File: src/rtl/siso_sched_pkg.sv
// Shared types and defaults for the round-robin serial channel scheduler.
// Holds the FSM state type and the default requester count and word width.
package siso_sched_pkg;

   typedef enum logic [0:0] {
      StIdle  = 1'b0,
      StShift = 1'b1
   } sched_state_e;

   localparam int unsigned DefNreq  = 4;
   localparam int unsigned DefWidth = 8;

endpackage

File: src/rtl/siso_channel_sched_rr_arbiter.sv
// Combinational round-robin pick: first set request at or after ptr, wrapping.
// The pointer itself lives in the caller.
module rr_arbiter
   import siso_sched_pkg::*;
#(
   parameter  int unsigned NREQ = DefNreq,
   localparam int unsigned IDW  = $clog2(NREQ)
) (
   input  logic [NREQ-1:0] req,
   input  logic [IDW-1:0]  ptr,
   output logic [NREQ-1:0] gnt,
   output logic [IDW-1:0]  idx
);

   logic            found;
   int unsigned     sum;
   logic [IDW-1:0]  cand;

   always_comb begin
      gnt   = '0;
      idx   = '0;
      found = 1'b0;
      sum   = 0;
      cand  = '0;
      // Walk candidates ptr, ptr+1, ... modulo NREQ; first hit wins.
      for (int unsigned i = 0; i < NREQ; i++) begin
         sum = 32'(ptr) + i;
         if (sum >= NREQ) begin
            sum = sum - NREQ;
         end
         cand = IDW'(sum);
         if (!found && req[cand]) begin
            found     = 1'b1;
            gnt[cand] = 1'b1;
            idx       = cand;
         end
      end
   end

endmodule

File: src/rtl/siso_channel_sched.sv
// Shares one LSB-first serial channel between NREQ word requesters, granting
// round-robin and framing each word with valid, source id and done.
module siso_channel_sched
   import siso_sched_pkg::*;
#(
   parameter  int unsigned NREQ  = DefNreq,
   parameter  int unsigned WIDTH = DefWidth,
   localparam int unsigned IDW   = $clog2(NREQ)
) (
   input  logic                    clk,
   input  logic                    reset,
   input  logic [NREQ-1:0]         req,
   input  logic [NREQ*WIDTH-1:0]   req_data,
   output logic [NREQ-1:0]         gnt,
   output logic                    sout,
   output logic                    sout_valid,
   output logic [IDW-1:0]          sout_id,
   output logic                    done,
   output logic                    busy
);

   localparam int unsigned    CntW    = $clog2(WIDTH);
   localparam logic [CntW-1:0] LastBit = CntW'(WIDTH - 1);
   localparam logic [IDW-1:0]  LastId  = IDW'(NREQ - 1);

   sched_state_e    state_q, state_d;
   logic [WIDTH-1:0] sreg_q, sreg_d;
   logic [CntW-1:0] bitcnt_q, bitcnt_d;
   logic [IDW-1:0]  ptr_q, ptr_d;
   logic [IDW-1:0]  id_q, id_d;
   logic [NREQ-1:0] gnt_q, gnt_d;
   logic            done_q, done_d;

   logic [NREQ-1:0] arb_gnt;
   logic [IDW-1:0]  arb_idx;
   logic [WIDTH-1:0] win_word;

   rr_arbiter #(
      .NREQ (NREQ)
   ) u_rr_arbiter (
      .req  (req),
      .ptr  (ptr_q),
      .gnt  (arb_gnt),
      .idx  (arb_idx)
   );

   // One-hot AND-OR mux of the winning requester's word.
   always_comb begin
      win_word = '0;
      for (int unsigned i = 0; i < NREQ; i++) begin
         win_word = win_word | (req_data[i*WIDTH +: WIDTH] & {WIDTH{arb_gnt[i]}});
      end
   end

   always_comb begin
      state_d  = state_q;
      sreg_d   = sreg_q;
      bitcnt_d = bitcnt_q;
      ptr_d    = ptr_q;
      id_d     = id_q;
      gnt_d    = '0;
      done_d   = 1'b0;

      unique case (state_q)
         StIdle: begin
            if (|req) begin
               state_d  = StShift;
               sreg_d   = win_word;
               id_d     = arb_idx;
               gnt_d    = arb_gnt;
               bitcnt_d = '0;
            end
         end
         StShift: begin
            sreg_d = {1'b0, sreg_q[WIDTH-1:1]};
            if (bitcnt_q == LastBit) begin
               state_d  = StIdle;
               bitcnt_d = '0;
               // sreg is fully drained here, so sout stays 0 while idle.
               sreg_d   = '0;
               ptr_d    = (id_q == LastId) ? '0 : id_q + 1'b1;
               id_d     = '0;
            end else begin
               bitcnt_d = bitcnt_q + 1'b1;
            end
         end
         default: begin
            state_d = StIdle;
         end
      endcase

      // done is registered, so it is raised on entry to the last bit cycle.
      done_d = (state_d == StShift) && (bitcnt_d == LastBit);
   end

   always_ff @(posedge clk) begin
      if (!reset) begin
         state_q  <= StIdle;
         sreg_q   <= '0;
         bitcnt_q <= '0;
         ptr_q    <= '0;
         id_q     <= '0;
         gnt_q    <= '0;
         done_q   <= 1'b0;
      end else begin
         state_q  <= state_d;
         sreg_q   <= sreg_d;
         bitcnt_q <= bitcnt_d;
         ptr_q    <= ptr_d;
         id_q     <= id_d;
         gnt_q    <= gnt_d;
         done_q   <= done_d;
      end
   end

   assign gnt        = gnt_q;
   assign sout       = sreg_q[0];
   assign sout_valid = (state_q == StShift);
   assign busy       = (state_q == StShift);
   assign sout_id    = id_q;
   assign done       = done_q;

endmodule

File: config.mk
export PLATFORM = sky130hd
export DESIGN_NAME = siso_channel_sched
export DESIGN_NICKNAME = d
export VERILOG_FILES = /design/src/rtl/siso_sched_pkg.sv /design/src/rtl/siso_channel_sched_rr_arbiter.sv /design/src/rtl/siso_channel_sched.sv
export SDC_FILE = /design/constraint.sdc
export NUM_CORES = 1
export LEC_CHECK = 0
export ABC_AREA = 1
export CAP_MARGIN = 20
export CORE_ASPECT_RATIO = 0.5
export CORE_MARGIN = 2
export CORE_UTILIZATION = 40
export DETAILED_ROUTE_END_ITERATION = 6
export PLACE_DENSITY_LB_ADDON = 0.08
export SLEW_MARGIN = 40
export SYNTH_ARGS = -nofsm -noshare
export SYNTH_HDL_FRONTEND = slang
export SYNTH_SLANG_ARGS = --single-unit
File: constraint.sdc
create_clock -name clk -period 2.4 [get_ports clk]
set_input_delay 0.48 -clock clk [delete_from_list [all_inputs] [get_ports clk]]
set_output_delay 0.48 -clock clk [all_outputs]
set_load 0.05 [all_outputs]
==> results of run 1 <==
==> worst max path at each step <==
stage	slack, ps	depth (start not counted)	start	to
after floorplan	420	13	ptr_q[1]	sreg_q[0]
after global placement	100	12	req[3]	sreg_q[0]
after detailed placement	60	12	req[3]	sreg_q[0]
after CTS	210	12	ptr_q[1]	sreg_q[0]
after global routing	20	12	ptr_q[0]	sreg_q[0]
final	260	12	ptr_q[0]	sreg_q[0]
==> synth_stat cells <==
cell type / count
nand2_1: 92
inv_1: 23
dfxtp_1: 21
nand3_1: 17
nand3_2: 10
ha_1: 9
o21ai_1: 9
a21oi_1: 8
nor2_1: 7
o22ai_1: 6
nand2_2: 4
nand2_4: 3
a21boi_0: 2
a21boi_1: 2
clkbuf_1: 2
nand3_4: 2
o21ai_0: 2
a21oi_2: 1
a22oi_1: 1
buf_2: 1
buf_4: 1
buf_6: 1
buf_8: 1
inv_8: 1
nand4_1: 1
nor2_2: 1
nor2_4: 1
nor3_1: 1
nor4_1: 1
o2bb2ai_1: 1
or2_2: 1
==> where the power goes <==
part / switching [uW] / internal [uW] / total, uW
Combinational: 104 / 97.2 / 201
Clock: 120 / 117 / 237
Sequential: 7.79 / 363 / 371
==> tightest hold or removal path: cells and delay by family (launching register included) <==
family	cells	cell delay, ps
flip-flops	1	320
AND/OR/NAND/NOR	1	60
AO/OA/AOI/OAI	1	50
==> kinds of logic after synthesis <==
group	after synthesis	synth area share [%]
flops	21	27.0
fa+ha+maj	9	7.23
simple gates	141	44.5
buf+inv	30	9.24
compound gates	32	12.1
==> cell type report <==
type / count / share of cell area [%]
repair buffers: 51 / 23.6
clock buffers: 3 / 1.94
well taps: 51 / 3.00
inverters: 24 / 4.59
clock inverters: 1 / 0.353
multi-input cells: 182 / 46.7
flip-flops and latches: 21 / 19.8
==> metal layers <==
metal,GRT usage [%],vias to the layer above,wire (um),part of all wire (%)
li1,-,848,-,-
met1,21.6,745,1800,49
met2,35.3,32,1750,47
met3,4.48,0,156,4.2
met4,0.896,0,0,0
met5,0,-,0,0
==> timing repair <==
item	CTS	global route
resized for setup	0	1
hold buffers	0	0
setup buffers	0	1
endpoints found under the setup margin	0	3
==> registers in the layout (all words and copies together) (netlist names) <==
register,count
sreg_q,8
gnt,4
ptr_q,2
sout_id,2
bitcnt_q,3
done,1
busy,1
==> metrics by stage <==
stage | hold WS, ps | utilization, %
finish | 472 | 59.3
global route | 506 | 59.3
CTS | 479 | 59.0
detailed placement | 464 | 57.7
global placement | 454 | 57.7
floorplan | 445 | -
==> results.yml, run 1 <==
synth:
  synth-seq-cells: 21
  syn_nets: 280
  netlist_top_cells_area: "dfxtp_1 27%, nand2_1 22%, ha_1 7.2%"
  synth_cell_types: 31
  synth_area_per_cell_um2: 6.68
  ys_warn_count: 0
  yosysTopAreaCellShare_pct: 27.0
  yosysSeqAreaShare_pct: 27.0
  syn_inst: 233
  yosys.area.top_type: "dfxtp_1"
  netlist_area_mm2: 0.00156
cells_and_area:
  area_growth_pct: 36.5
  layout_commonest_cell: "nand2_1"
  design_area_mm2: 0.00212
  nets: 330
  n_fill_cell: 352
  n_antenna_cell: 0
  regArea_um2: 422
  mostFrequentLayoutCells: "92 x nand2_1, 47 x clkdlybuf4s50_1, 23 x inv_1, 20 x dfxtp_1, 17 x nand3_1"
  layout-drive-gt1-share_pct: 11.7
  stdcell_count: 333
  multi_input_area_um2: 992
hold_path:
  holdPathEnd: "bitcnt_q[2]"
  holdCritStartpoint: "bitcnt_q[2]"
  worstHoldPathCells: 2
  holdCritPathClass: "flip-flop to flip-flop"
sta:
  finalMaxSlewViolations: 0
  min_period_ps: 2140
  rsz0062_at_grt: "no"
  hold_violations: 0
  finalWorstSetupSlack_ps: 260
  tightest_slew_ps: 502
  timing.fmax_mhz: 467
  period_share_pct: 89.2
  finClkSkew_ps: 4.87
  setup_viol: 0
  fin_setup_tns_ps: 0
  slew-limit-headroom_pct: 66.4
placed_design:
  gp_congestion: 0.822
  placedInstanceArea_mm2: 0.00207
  placed_cells: 328
  io_buffer_count: 47
  dp_hpwl_um: 3000
  post-place-ws_ps: 59.9
grt:
  grt_pass1_vias: 1462
  grt_max_degree: 14
  antenna_found_initial: 0
  grt_use_total_pct: 17.8
  grt_pass1_wl_um: 6240
  grt_overflow: 0
pwr:
  p_total_uw: 810
  power.density_mw_per_mm2: 381
  leakage_uw: 0.000995
  vdd_ir_drop_max_uv: 364
clocking:
  h-tree-depth: 1
  cts_made_buffers: 3
  clock_path_buffers: 2
  cts.clk_slew.worst_paths_ps: 80
  clkSinkCount: 21
  tritoncts: "done"
  clk_latency_ps: 260
  root_buffer: "clkbuf_8"
critical_path:
  r2r_slack_ps: 260
  rr_startpoint: "ptr_q[0]"
  path_cells: "inv_8 > ha_1 > inv_1 > nand3_1 > nand2_1 > nor2_2 > a21oi_1 > nand3_2 > nand2_1 > nand2_1 > o21ai_1 > nand2_1"
  worst-setup-path-type: "flip-flop to flip-flop"
  cp-end-kind: "flip-flop"
  crit_family: "simple AND/OR/NAND/NOR gates"
  cp_data_required_time_ps: 2560
  critPathBufInv: 2
  regToRegEndpoint: "sreg_q[0]"
  worst_setup_path_start_kind: "flip-flop"
  cp.arrival_ps: 2300
  max_stage_delay_ps: 430
  cpMostUsedCell: "nand2_1"
  reg2regPathDepth: 12
  crit_slowest_cell: "dfxtp_1"
  critPathMaxFanout: 11
route:
  drt-wirelength-per-cell_um: 11.1
  routed_wl_um: 3710
  drc_errors: 0
  final_antenna_net_count: 0
  dr.pass1.iters: 4
  vias_per_cell: 4.88
  drt_iter0_markers: 82
  num_vias: 1625
flow_run:
  drv_cap: 0
floorplan:
  coreArea_mm2: 0.00358
  initial_utilization_pct: 43.4
  num_io_pins: 48
  fp.dieH_um: 48.1
  die-area_mm2: 0.00444
  num_rows: 15
  die_w_um: 92.2
status:
  status: "finished, final reports clean"
No activity file was read; power rests on OpenSTA's default activity.
==> inputs of run 2 (changes only) <==
--- a/config.mk
+++ b/config.mk
@@ -12,6 +12,7 @@
 export CORE_UTILIZATION = 40
 export DETAILED_ROUTE_END_ITERATION = 6
 export PLACE_DENSITY_LB_ADDON = 0.08
+export SKIP_CTS_REPAIR_TIMING = 1
 export SLEW_MARGIN = 40
 export SYNTH_ARGS = -nofsm -noshare
 export SYNTH_HDL_FRONTEND = slang
==> results of run 2 <==
Final layout, timing and power as in run 1 (identical DEF).
